### src/rtl/hazard_pkg.sv
// Shared types and constants for the pipeline hazard controller:
// FSM state encoding, forward-select codes and the load result-source code.
package hazard_pkg;

    typedef enum logic [1:0] {
        RUN  = 2'b00,
        WAIT = 2'b01,
        ERR  = 2'b10
    } hz_state_e;

    localparam logic [1:0] FWD_RF          = 2'b00;
    localparam logic [1:0] FWD_W           = 2'b01;
    localparam logic [1:0] FWD_M           = 2'b10;
    localparam logic [1:0] RESULT_SRC_LOAD = 2'b01;

endpackage

### src/rtl/hazard_ctrl_forward_sel.sv
// One ALU operand forward select. The M stage wins over W because it holds
// the younger write to the same register.
module forward_sel
    import hazard_pkg::*;
(
    input  logic [4:0] RsE,
    input  logic [4:0] RdM,
    input  logic       RegWriteM,
    input  logic [4:0] RdW,
    input  logic       RegWriteW,
    output logic [1:0] sel
);

    always_comb begin
        sel = FWD_RF;
        if (RegWriteM && (RdM != 5'd0) && (RdM == RsE))
            sel = FWD_M;
        else if (RegWriteW && (RdW != 5'd0) && (RdW == RsE))
            sel = FWD_W;
    end

endmodule

### src/rtl/hazard_ctrl.sv
// Pipeline hazard controller: forwarding, load-use bubble, branch flush and
// memory-wait stall with timeout. Define HAZARD_PERF_CNT_EN for the stall/flush counters.
module hazard_ctrl
    import hazard_pkg::*;
#(
    parameter int TIMEOUT = 255,
    parameter int CNT_W   = 32
) (
    input  logic             clk,
    input  logic             rst_n,
    input  logic [4:0]       Rs1D,
    input  logic [4:0]       Rs2D,
    input  logic [4:0]       Rs1E,
    input  logic [4:0]       Rs2E,
    input  logic [4:0]       RdE,
    input  logic [1:0]       ResultSrcE,
    input  logic             PCSrcE,
    input  logic             RegWriteM,
    input  logic [4:0]       RdM,
    input  logic             RegWriteW,
    input  logic [4:0]       RdW,
    input  logic             MemReqM,
    input  logic             MemReadyM,
    output logic             StallF,
    output logic             StallD,
    output logic             StallE,
    output logic             StallM,
    output logic             FlushD,
    output logic             FlushE,
    output logic [1:0]       ForwardAE,
    output logic [1:0]       ForwardBE,
    output logic             mem_timeout,
    output logic [CNT_W-1:0] stall_cycles,
    output logic [CNT_W-1:0] flush_events
);

    localparam int WCNT_W = (TIMEOUT < 2) ? 1 : $clog2(TIMEOUT + 1);
    localparam logic [WCNT_W-1:0] WCNT_LAST = WCNT_W'(TIMEOUT - 1);

    hz_state_e         state, state_nxt;
    logic [WCNT_W-1:0] wcnt, wcnt_nxt;
    logic [1:0]        fwd_a, fwd_b;
    logic              lw_stall, mem_stall, hold;

    forward_sel u_fwd_a (
        .RsE(Rs1E), .RdM(RdM), .RegWriteM(RegWriteM),
        .RdW(RdW), .RegWriteW(RegWriteW), .sel(fwd_a)
    );
    forward_sel u_fwd_b (
        .RsE(Rs2E), .RdM(RdM), .RegWriteM(RegWriteM),
        .RdW(RdW), .RegWriteW(RegWriteW), .sel(fwd_b)
    );

    assign lw_stall  = (ResultSrcE == RESULT_SRC_LOAD) && (RdE != 5'd0) &&
                       ((RdE == Rs1D) || (RdE == Rs2D));
    assign mem_stall = MemReqM && !MemReadyM;
    assign hold      = mem_stall || (state == ERR);

    always_ff @(posedge clk or negedge rst_n) begin
        if (!rst_n) begin
            state <= RUN;
            wcnt  <= '0;
        end else begin
            state <= state_nxt;
            wcnt  <= wcnt_nxt;
        end
    end

    // Wait counter counts WAIT cycles; ERR once TIMEOUT of them pass unanswered.
    always_comb begin
        state_nxt = state;
        wcnt_nxt  = wcnt;
        case (state)
            RUN: begin
                if (mem_stall) begin
                    state_nxt = WAIT;
                    wcnt_nxt  = '0;
                end
            end
            WAIT: begin
                wcnt_nxt = wcnt + WCNT_W'(1);
                if (MemReadyM)
                    state_nxt = RUN;
                else if (wcnt == WCNT_LAST)
                    state_nxt = ERR;
            end
            ERR:     state_nxt = ERR;
            default: state_nxt = RUN;
        endcase
    end

    assign mem_timeout = (state == ERR);

    // A held pipeline keeps the branch in E, so PCSrcE is naturally deferred.
    always_comb begin
        StallF    = 1'b0;
        StallD    = 1'b0;
        StallE    = 1'b0;
        StallM    = 1'b0;
        FlushD    = 1'b0;
        FlushE    = 1'b0;
        ForwardAE = FWD_RF;
        ForwardBE = FWD_RF;
        if (rst_n) begin
            ForwardAE = fwd_a;
            ForwardBE = fwd_b;
            if (hold) begin
                StallF = 1'b1;
                StallD = 1'b1;
                StallE = 1'b1;
                StallM = 1'b1;
            end else if (PCSrcE) begin
                FlushD = 1'b1;
                FlushE = 1'b1;
            end else if (lw_stall) begin
                StallF = 1'b1;
                StallD = 1'b1;
                FlushE = 1'b1;
            end
        end
    end

`ifdef HAZARD_PERF_CNT_EN
    always_ff @(posedge clk or negedge rst_n) begin
        if (!rst_n) begin
            stall_cycles <= '0;
            flush_events <= '0;
        end else begin
            if (StallF && !(&stall_cycles))
                stall_cycles <= stall_cycles + CNT_W'(1);
            if (FlushE && !(&flush_events))
                flush_events <= flush_events + CNT_W'(1);
        end
    end
`else
    assign stall_cycles = '0;
    assign flush_events = '0;
`endif

endmodule

### config.mk
export PLATFORM = sky130hd
export DESIGN_NAME = hazard_ctrl
export DESIGN_NICKNAME = d
export VERILOG_FILES = /design/src/rtl/hazard_pkg.sv /design/src/rtl/hazard_ctrl_forward_sel.sv /design/src/rtl/hazard_ctrl.sv
export SDC_FILE = /design/constraint.sdc
export NUM_CORES = 1
export LEC_CHECK = 0
export ABC_AREA = 1
export BUFFER_PORTS_ARGS = -buffer_cell sky130_fd_sc_hd__buf_2
export CAP_MARGIN = 20
export CORE_MARGIN = 2
export CORE_UTILIZATION = 44
export DETAILED_ROUTE_END_ITERATION = 8
export PLACE_DENSITY = 0.87
export SYNTH_ARGS = -nofsm -noshare
export SYNTH_HDL_FRONTEND = slang
export SYNTH_SLANG_ARGS = --single-unit
### constraint.sdc
create_clock -name clk -period 2.4 [get_ports clk]
set_input_delay 0.36 -clock clk [delete_from_list [all_inputs] [get_ports clk]]
set_output_delay 0.36 -clock clk [all_outputs]
set_load 0.05 [all_outputs]
### Yosys cells after proc, flatten, opt, wreduce, memory -nomap -nowiden

Cells that the tools add are included.

| storage, ports and cells | value |
|---|---|
| register bits after elaboration | 10 |
| output and inout port bits | 75 |
| logic and storage cells | 58 |

| operators by class | value |
|---|---|
| add/sub/neg operators | 1 |
| equal/unequal tests | 12 |
| muxes and demuxes | 24 |
| reduce and logical (&&, ||, !) cells | 19 |

Operators by type and width:

| cell | count |
|---|---|
| $eq 5x5->1 | 6 |
| $pmux 8 s2 | 1 |
| $reduce_bool 5->1 | 3 |
| $mux 1 | 14 |
| $mux 2 | 7 |
| $logic_and 1x1->1 | 9 |
| $add 8x1->8 const B | 1 |
| $eq 8x8->1 const B | 1 |
| $mux 8 | 1 |
| $pmux 2 s3 | 1 |
| $eq 2x1->1 const B | 2 |
| $reduce_and 2->1 | 2 |
| $ne 3x3->1 const B | 1 |
| $eq 2x2->1 const B | 1 |
| $logic_not 2->1 | 1 |
| $logic_or 1x1->1 | 2 |
| $ne 2x2->1 const B | 1 |
| $reduce_bool 2->1 | 1 |
| $logic_not 1->1 | 1 |

### Longest topological paths before layout

Gate-level depths: netlist of run 1.

| logic depth | value |
|---|---|
| depth after elaboration | 7 |
| gate-level depth with buffers | 9 |

### Modules after synthesis

From an unflattened synthesis of run 1, not the netlist that was laid out.

| unflattened totals | value |
|---|---|
| cells, all modules | 294 |
| area, all modules | 1722.9 µm² |

By module, submodules not included:

| module | times used | cells each | area each (µm²) |
|---|---|---|---|
| hazard_ctrl | 1 | 194 | 1295.0 |
| forward_sel | 2 | 50 | 214.0 |

### Worst setup path before layout of run 1

Ideal clock, no wire load.

| timing | value |
|---|---|
| path kind | register to output |
| start point | reg state[0] |
| end point | out StallF |
| data arrival time | 2718 ps |
| data required time | 2040 ps |
| slack | -678 ps |
| cell stages (with the launch flop) | 8 |
| path through | dfrtp_1 > nor2_2 > inv_1 > o21ai_1 > inv_1 > nor2_1 > o21bai_1 > buf_4 |

| on the way | value |
|---|---|
| word-level cells in the longest chain between the ends | 4 |

Ends and longest elaborated chain:

| what | line | text |
|---|---|---|
| start, declared | hazard_ctrl.sv:40 | `hz_state_e state, state_nxt;` |
| start signal, assigned | hazard_ctrl.sv:64 | `state <= state_nxt;` |
| $eq 2x2->1 | - |  |
| net mem_timeout | hazard_ctrl.sv:32 | `output logic mem_timeout,` |
| $logic_or 1x1->1 | hazard_ctrl.sv:57 | `assign hold = mem_stall \|\| (state == ERR);` |
| $mux 1 | hazard_ctrl.sv:107 | `if (hold) begin` |
| $mux 1 | hazard_ctrl.sv:104 | `if (rst_n) begin` |
| end, declared | hazard_ctrl.sv:24 | `output logic StallF,` |

The timed path passes the listed nets, and every way through them passes these cells.

### Worst setup path in the final report of run 1

| timing | value |
|---|---|
| start point | in rst_n |
| end point | out StallD |

| on the way | value |
|---|---|
| word-level cells in the longest chain between the ends | 1 |

Ends and longest elaborated chain:

| what | line | text |
|---|---|---|
| start, declared | hazard_ctrl.sv:10 | `input logic rst_n,` |
| $mux 1 | hazard_ctrl.sv:104 |  |
| end, declared | hazard_ctrl.sv:25 | `output logic StallD,` |

Every way passes these cells.

==> results of run 1 <==
## what timing repair did
item | CTS | global route
endpoints found under the setup margin | 0 | 2
endpoints found under the hold margin | 10 | 0
resized for setup | 0 | 1
hold buffers | 1 | 0
## metal layers
metal | routed length, microns | global-route usage | vias up
li1 | - | - | 732
met1 | 1160 | 0.152 | 630
met3 | 230 | 0.0106 | 7
met5 | 0 | 0 | -
met4 | 65 | 0.0652 | 0
met2 | 1620 | 0.285 | 72
## flip-flops by register name, summed over array words and instances, names as in the netlist
name	cells
wcnt	8
state	2
## power breakdown
group          internal [mW]  leakage [nW]  switching (mW)
Combinational         0.0641         0.986           0.302
Sequential             0.168         0.108               0
Clock                 0.0581        0.0138          0.0591
## synth_stat cells
cell type,number
buf_4,66
nand2_1,38
inv_1,36
nor2_1,28
o21ai_0,12
xor2_1,11
dfrtp_1,10
nand3_1,10
xnor2_1,9
a21oi_1,5
nand4_1,3
nor2_2,3
ha_1,2
nor3_1,2
o22ai_1,2
o31ai_1,2
conb_1,1
inv_2,1
nand2_2,1
nand3_2,1
nand3b_1,1
o21ai_1,1
o21bai_1,1
## per-stage QoR
| step | cells | total power, mW | utilization | instance area (sq um) |
|---|---|---|---|---|
| 6_report | 347 | 0.652 | 0.502 | 1700 |
| 5_1_grt | 347 | 0.678 | 0.502 | 1700 |
| 4_1_cts | 347 | 0.654 | 0.502 | 1700 |
| 3_5_place_dp | 343 | 0.535 | 0.492 | 1670 |
| 3_3_place_gp | 343 | 0.532 | 0.492 | 1670 |
| 2_1_floorplan | 309 | 0.550 | - | 1840 |
## area by class of cell
class,count,share of cell area
Multi-Input combinational cell,196,0.558
Timing Repair Buffer,55,0.166
Sequential cell,10,0.147
Inverter,37,0.0816
Tap cell,46,0.0338
Clock buffer,3,0.0132
## worst max path at each step
| stage | slack (ps) | startpoint | end | cells after the start |
|---|---|---|---|---|
| after floorplan | 140 | state[0] | StallF | 7 |
| after global placement | 650 | RdM[1] | ForwardAE[0] | 9 |
| after detailed placement | 610 | RdM[3] | ForwardBE[0] | 9 |
| after CTS | 100 | rst_n | StallD | 6 |
| after global routing | 70 | rst_n | ForwardAE[0] | 7 |
| final | 210 | rst_n | StallD | 6 |
## logic make-up after synthesis
kind of cell,after synthesis,synth area share
DFF,10,0.158
and+or+nand+nor,87,0.233
xor gates and xnor gates,20,0.111
other,1,0.00237
AOI/OAI and AO/OA,23,0.0790
adders and majority gates,2,0.0158
buffers and inverters,103,0.401
## worst register-to-register path, cell delays in order (launching register included)
cell and delay [ps]:
dfrtp_1 360, inv_1 140, nand2_1 110, nor2_1 200
inv_1 130, a21oi_1 160, a21oi_1 60
==> qor.csv, run 1 <==
stage,metric,value,unit
power,powerDensity,383,nW/um^2
finish,drive_gt1_frac,0.216,
worst_setup_path,crit_path_start_kind,input pin,
finish,n_antenna_cell,0,
synthesis,ys_seq_elements,10,
cts,clock_sinks,10,
route,firstDrtPassIters,4,
cts,worstSkewPairLatency,270,ps
outcome,status,completed,
run,cap_violations,0,
synthesis,mappedNetlistArea,1580,sq um
grt,grt_usage,0.144,
route,drtAntennaViolNets,0,
finish,fillers,359,
cts,cts_setup_buffers,0,
place,hpwl,2.71,mm
min_path,min_to,state[1],
finish,seq_area,250,sq um
worst_setup_path,worstPathArrival,1830,ps
timing,timing.fmax,0.457,GHz
place,port_buffers,54,
floorplan,ios,119,
cts,clk_pin_slew,60,ps
worst_setup_path,r2r_setup_slack,1120,ps
grt,antenna_found_initial,0,
synthesis,yosys.area.top_type,buf_4,
cts,cts_tree,built,
synthesis,synth_area_per_cell,6.43,sq um
worst_setup_path,rr_worst_depth,6,
timing,setup_violations,0,
timing,finalCritPeriodShare,0.912,
route,drc_errors,0,
synthesis,synth_area_leaders,"buf_4 31%, dfrtp_1 16%, nand2_1 9.0%, inv_1 8.5%, nor2_1 6.6%",
route,vias_per_cell,4.15,
worst_setup_path,path_cells,dlygate4sd3_1 -> clkbuf_4 -> inv_1 -> nor2_4 -> o21bai_2 -> buf_2,
synthesis,synth_cells,246,
worst_setup_path,r2r_start,state[1],
worst_setup_path,required,2040,ps
finish,layout_common_cells,"64 x conb_1, 53 x buf_2, 38 x nand2_1, 36 x inv_1, 27 x nor2_1",
synthesis,synth_warnings,0,
min_path,hold_class,in2reg,
grt,grt_overflow,0,
min_path,holdCritStartpoint,MemReadyM,
finish,multi_input_area,951,sq um
cts,cts_inserted_buffers,3,
grt,first_global_vias,1250,
timing,hold-worst-slack,316,ps
timing,finClkSkew,1.45,ps
finish,final_common_cell,conb_1,
worst_setup_path,max_stage_delay,520,ps
timing,maxSlewViolCount,0,
route,drt-initial-drc-count,29,
floorplan,row_count,21,
synthesis,synth_cell_type_count,23,
worst_setup_path,worstReg2RegEnd,wcnt[2],
worst_setup_path,critPathMaxFanout,15,
floorplan,die-width,64.0,microns
cts,cts_root_buf,clkbuf_4,
grt,grt_pass1_wl,4.86,mm
place,gp_congestion,0.876,
finish,area_delta_synth_final,7.59,%
floorplan,die-area,4090,sq um
finish,fin_nets,349,
grt,grt_max_degree,16,
floorplan,core-area,3390,sq um
place,dp_slack,610,ps
timing,finalSetupTns,0,ps
worst_setup_path,cp_slowest_cell,dlygate4sd3_1,
floorplan,die_y,64.0,microns
worst_setup_path,crit_type,in2out,
worst_setup_path,critical_path_buf_inv_count,4,
timing,rsz0062_at_grt,no,
floorplan,floorplan.initialDensity,0.467,
worst_setup_path,cp_top_family,buffers and inverters,
power,peakVddDrop,135,uV
cts,clockBufferDepth,2,
worst_setup_path,crit_path_end_kind,primary output,
route,wl_per_cell,8.87,microns
min_path,hold-path-cell-count,2,
route,vias,1441,
cts,htreeDepth,1,
route,wl,3.08,mm
synthesis,synth_top_cell_area_share,0.313,
timing,setup_slack,211,ps
timing,fin_crit,2190,ps
synthesis,yosysSeqAreaShare,0.158,
timing,hold_viol_final,0,
power,p_leak,1.11,nW
Note: power is estimated with default switching activity, not from simulation.
==> run 2, diff against run 1 <==
--- a/config.mk
+++ b/config.mk
@@ -11,7 +11,9 @@
 export CORE_MARGIN = 2
 export CORE_UTILIZATION = 44
 export DETAILED_ROUTE_END_ITERATION = 8
+export GPL_ROUTABILITY_DRIVEN = 0
 export PLACE_DENSITY = 0.87
+export SETUP_SLACK_MARGIN = 0.4
 export SYNTH_ARGS = -nofsm -noshare
 export SYNTH_HDL_FRONTEND = slang
 export SYNTH_SLANG_ARGS = --single-unit
==> run 2 against run 1 <==
Clock power rose by 32%. Register-to-register slack gained 80 ps. First-iteration DRC count rose by 28%. Highest routed layer unchanged.
==> qor.csv, run 2 (same netlist as run 1, synthesis figures left out) <==
stage,metric,value,unit
route,drt-initial-drc-count,37,
finish,final_common_cell,conb_1,
cts,htreeDepth,1,
worst_setup_path,r2r_start,state[1],
floorplan,ios,119,
worst_setup_path,endpoint,StallD,
floorplan,core-area,3390,sq um
power,peakVddDrop,155,uV
finish,final_cell_area,1730,sq um
route,drtAntennaViolNets,0,
cts,worstSkewPairLatency,270,ps
place,hpwl,2.70,mm
cts,cts_root_buf,clkbuf_4,
worst_setup_path,max_stage_delay,430,ps
finish,n_antenna_cell,0,
route,wl_per_cell,9.13,microns
timing,setup_violations,0,
cts,cts_tree,built,
floorplan,die_y,64.0,microns
finish,fin_nets,349,
route,vias_per_cell,4.11,
min_path,holdCritStartpoint,MemReadyM,
worst_setup_path,cp.depth,7,
worst_setup_path,worstPathArrival,1550,ps
worst_setup_path,worstReg2RegEnd,wcnt[7],
floorplan,floorplan.initialDensity,0.467,
cts,cts_inserted_buffers,3,
finish,largest_reg_flops,8,
timing,finalSetupTns,0,ps
worst_setup_path,crit_path_end_kind,primary output,
worst_setup_path,path_cells,nor2_4 -> inv_2 -> o21ai_1 -> inv_1 -> nor2_4 -> o21bai_4 -> clkbuf_4,
grt,grt_usage,0.153,
timing,finClkSkew,2.83,ps
timing,maxSlewViolCount,0,
finish,fillers,348,
worst_setup_path,critPathLaunch,state[0],
cts,clock_sinks,10,
cts,clk_pin_slew,70,ps
place,port_buffers,54,
floorplan,die-area,4090,sq um
finish,top_regs,"wcnt: 8 flops, state: 2 flops",
grt,grt_overflow,0,
finish,area_delta_synth_final,9.25,%
route,firstDrtPassIters,4,
cts,clockBufferDepth,2,
floorplan,row_count,21,
power,p_leak,1.11,nW
worst_setup_path,cp_slowest_cell,dfrtp_1,
route,wl,3.18,mm
timing,hold_viol_final,0,
finish,drive_gt1_frac,0.225,
finish,top_register,wcnt,
grt,grt_pass1_wl,5.10,mm
floorplan,die-width,64.0,microns
timing,timing.fmax,0.523,GHz
place,dpl-instance-area,1680,sq um
worst_setup_path,crit_type,reg2out,
timing,fin_crit,1910,ps
worst_setup_path,crit_path_start_kind,flip-flop,
finish,layout_common_cells,"64 x conb_1, 51 x buf_2, 38 x nand2_1, 34 x inv_1, 27 x nor2_1",
worst_setup_path,required,2040,ps
timing,rsz0062_at_grt,yes,
worst_setup_path,cpMostUsedCell,nor2_4,
min_path,hold_class,in2reg,
worst_setup_path,rr_worst_depth,6,
run,cap_violations,0,
grt,antenna_found_initial,0,
worst_setup_path,r2r_setup_slack,1200,ps
grt,grt_max_degree,11,
worst_setup_path,critPathMaxFanout,3,
route,vias,1430,
worst_setup_path,cp_top_family,flip-flops,
power,powerDensity,400,nW/um^2
worst_setup_path,critical_path_buf_inv_count,3,
outcome,status,completed,
route,drc_errors,0,
timing,finalCritPeriodShare,0.797,
grt,first_global_vias,1263,
-- run 2: changes by cell type in the layout (fill, tap and decap cells not counted) --
cell,change
buf_2,-2
inv_1,-2
inv_2,+2
buf_4,+1
clkbuf_4,+1
clkbuf_8,+1
o21bai_2,-1
o21bai_4,+1
-- run 2: timing repair --
action	CTS	global route
setup endpoints to repair	1	4
gates cloned	0	0
hold buffers	1	0
setup buffers	0	0
hold endpoints to repair	10	0
resized for setup	1	3
-- run 2: worst min-delay path by stage --
| stage | cells after the start | endpoint | slack, ps |
|---|---|---|---|
| after floorplan | 0 | state[0] | 60 |
| after global placement | 1 | state[1] | 260 |
| after detailed placement | 1 | state[1] | 270 |
| after CTS | 2 | state[1] | 330 |
| after global routing | 2 | state[1] | 330 |
| final | 2 | state[1] | 330 |
-- run 2: layout make-up --
cell class                 instances  area, sq um  share of cell area
sequential                        10          250               0.145
tap                               46         57.6              0.0333
multi-input combinational        196          958               0.554
inverter                          37          139              0.0803
timing repair buffer              55          288               0.166
clock buffer                       4         36.3              0.0210
-- run 2: per-layer routing --
metal	global-route usage	share of wire	routed length, microns
met5	0	0	0
met4	0.0652	0.018	56
met3	0.0158	0.072	228
met2	0.293	0.52	1650
met1	0.169	0.39	1250
-- run 2: where the power goes --
group	leakage (nW)	switching [mW]	total (mW)	internal [mW]
Clock	0.0210	0.0614	0.154	0.0921
Combinational	0.983	0.304	0.369	0.0651
Sequential	0.108	0	0.168	0.168
Total	1.11	0.366	0.691	0.326
-- run 2: stage by stage --
stage	instances	power, mW	hold WS (ps)	setup WS (ps)	utilization
2_1_floorplan	309	0.552	64.4	309	-
3_3_place_gp	343	0.532	263	602	0.494
3_5_place_dp	343	0.536	266	577	0.494
4_1_cts	348	0.692	327	445	0.509
5_1_grt	348	0.727	329	356	0.510
6_report	348	0.691	330	487	0.510
==> run 3, diff against run 2 <==
--- a/config.mk
+++ b/config.mk
@@ -9,10 +9,10 @@
 export BUFFER_PORTS_ARGS = -buffer_cell sky130_fd_sc_hd__buf_2
 export CAP_MARGIN = 20
 export CORE_MARGIN = 2
-export CORE_UTILIZATION = 44
+export CORE_UTILIZATION = 41
 export DETAILED_ROUTE_END_ITERATION = 8
 export GPL_ROUTABILITY_DRIVEN = 0
-export PLACE_DENSITY = 0.87
+export PLACE_DENSITY = 0.82
 export SETUP_SLACK_MARGIN = 0.4
 export SYNTH_ARGS = -nofsm -noshare
 export SYNTH_HDL_FRONTEND = slang
==> constraint.sdc (replaced) <==
create_clock -name clk -period 2 [get_ports clk]
set_input_delay 0.3 -clock clk [delete_from_list [all_inputs] [get_ports clk]]
set_output_delay 0.3 -clock clk [all_outputs]
set_load 0.05 [all_outputs]
==> run 3 against run 2 <==
Clock skew increased by 2.6 ps. Routed wire length decreased by 2.2%. Final cell count increased by 1.4%. Worst hold slack got worse by 250 ps. Core utilization decreased by 0.61 points. Via count increased by 0.84%. Setup slack got worse by 110 ps. Sequential share of layout area decreased by 1.0 points. Cell area increased by 7.5%. Register-to-register slack got worse by 500 ps. Flip-flop and latch count unchanged. Total power increased by 25%. Critical endpoint is now StallF. Largest power group unchanged.
==> qor.csv, run 3 (same netlist as run 1, synthesis figures left out) <==
stage,metric,value,unit
worst_setup_path,required,1700,ps
route,drt-initial-drc-count,34,
finish,layout_common_cells,"64 x conb_1, 46 x buf_2, 36 x nand2_1, 33 x inv_1, 23 x nor2_1",
route,vias,1442,
finish,largest_reg_flops,8,
cts,cts_root_buf,clkbuf_8,
cts,clockBufferDepth,2,
grt,grt_max_degree,9,
run,cap_violations,0,
timing,rsz0062_at_grt,yes,
worst_setup_path,worstPathArrival,1320,ps
worst_setup_path,crit_path_end_kind,primary output,
route,drtAntennaViolNets,0,
timing,hold_viol_final,0,
timing,finClkSkew,5.45,ps
finish,n_antenna_cell,0,
cts,cts_inserted_buffers,3,
route,wl_per_cell,8.81,microns
timing,timing.fmax,0.617,GHz
outcome,status,completed,
floorplan,die-width,66.1,microns
power,peakVddDrop,321,uV
place,hpwl,2.65,mm
grt,grt_usage,0.142,
cts,htreeDepth,1,
place,dpl-instance-area,1700,sq um
worst_setup_path,crit_type,reg2out,
cts,clk_pin_slew,50,ps
finish,final_cell_area,1860,sq um
floorplan,core-area,3690,sq um
grt,first_global_vias,1231,
cts,worstSkewPairLatency,230,ps
place,port_buffers,54,
finish,instances_no_fill,353,
worst_setup_path,critPathMaxFanout,3,
finish,top_regs,"wcnt: 8 flops, state: 2 flops",
route,wl,3.11,mm
cts,clock_sinks,10,
power,finalPower,0.861,mW
floorplan,floorplan.initialDensity,0.429,
timing,setup_violations,0,
grt,grt_overflow,0,
cts,cts_tree,built,
finish,drive_gt1_frac,0.272,
route,firstDrtPassIters,4,
worst_setup_path,max_stage_delay,400,ps
route,drc_errors,0,
timing,hold-worst-slack,76.9,ps
worst_setup_path,cp_top_family,flip-flops,
floorplan,row_count,22,
finish,area_delta_synth_final,17.5,%
route,vias_per_cell,4.08,
floorplan,die_y,66.1,microns
place,place_inst,346,
timing,finalCritPeriodShare,0.810,
worst_setup_path,path_cells,nor2_4 -> inv_2 -> o21ai_4 -> inv_2 -> nor2_4 -> o21bai_4 -> buf_6,
timing,fin_crit,1620,ps
timing,maxSlewViolCount,0,
power,p_leak,1.15,nW
finish,fin_nets,353,
grt,antenna_found_initial,0,
floorplan,die-area,4370,sq um
finish,top_register,wcnt,
min_path,hold_class,in2async,
worst_setup_path,cp_slowest_cell,dfrtp_1,
grt,grt_pass1_wl,4.97,mm
worst_setup_path,crit_path_start_kind,flip-flop,
worst_setup_path,critical_path_buf_inv_count,3,
power,powerDensity,463,nW/um^2
finish,final_common_cell,conb_1,
floorplan,ios,119,
run 3: layout make-up:
class	instances	area (sq um)
tap	48	60.1
timing repair buffer	59	360
inverter	37	139
clock buffer	3	41.3
multi-input combinational	196	1010
fill	371	1830
sequential	10	250
run 3: layer usage:
metal  GRT usage  vias up  wire length, microns
met2       0.258       80                  1530
met3      0.0221        4                   267
met1       0.173      617                  1270
li1            -      741                     -
met4      0.0332        0                    40
met5           0        -                     0
run 3: path summary, 6_finish.rpt:
check	from	endpoint	slack, ps	depth (start not counted)
worst max-delay path	state[0]	StallF	380	7
worst max register to register	state[1]	wcnt[7]	700	7
worst min-delay path	rst_n	state[1]	80	2
worst min register to register	wcnt[2]	wcnt[2]	510	1
max in group asynchronous	rst_n	wcnt[4]	1290	2
min in group clk	MemReadyM	state[1]	330	2
run 3: power by group:
part	internal, mW	switching, mW	leakage, nW
clock network	0.131	0.0673	0.0216
logic	0.0880	0.371	1.02
registers	0.203	0	0.108
run 3: metrics by stage:
stage / setup slack [ps] / utilization / TNS (ps)
6_report: 380 / 0.504 / 0
5_1_grt: 301 / 0.504 / 0
4_1_cts: 370 / 0.487 / 0
2_1_floorplan: -31.1 / - / -31.1
3_3_place_gp: 346 / 0.460 / 0
3_5_place_dp: 360 / 0.460 / 0
run 3: what timing repair did:
item	4_1_cts	5_1_grt
gates cloned	0	0
hold buffers	1	0
endpoints found under the setup margin	8	8
pin swaps	1	5
buffers inserted	2	1
endpoints found under the hold margin	4	0
resized for setup	13	14
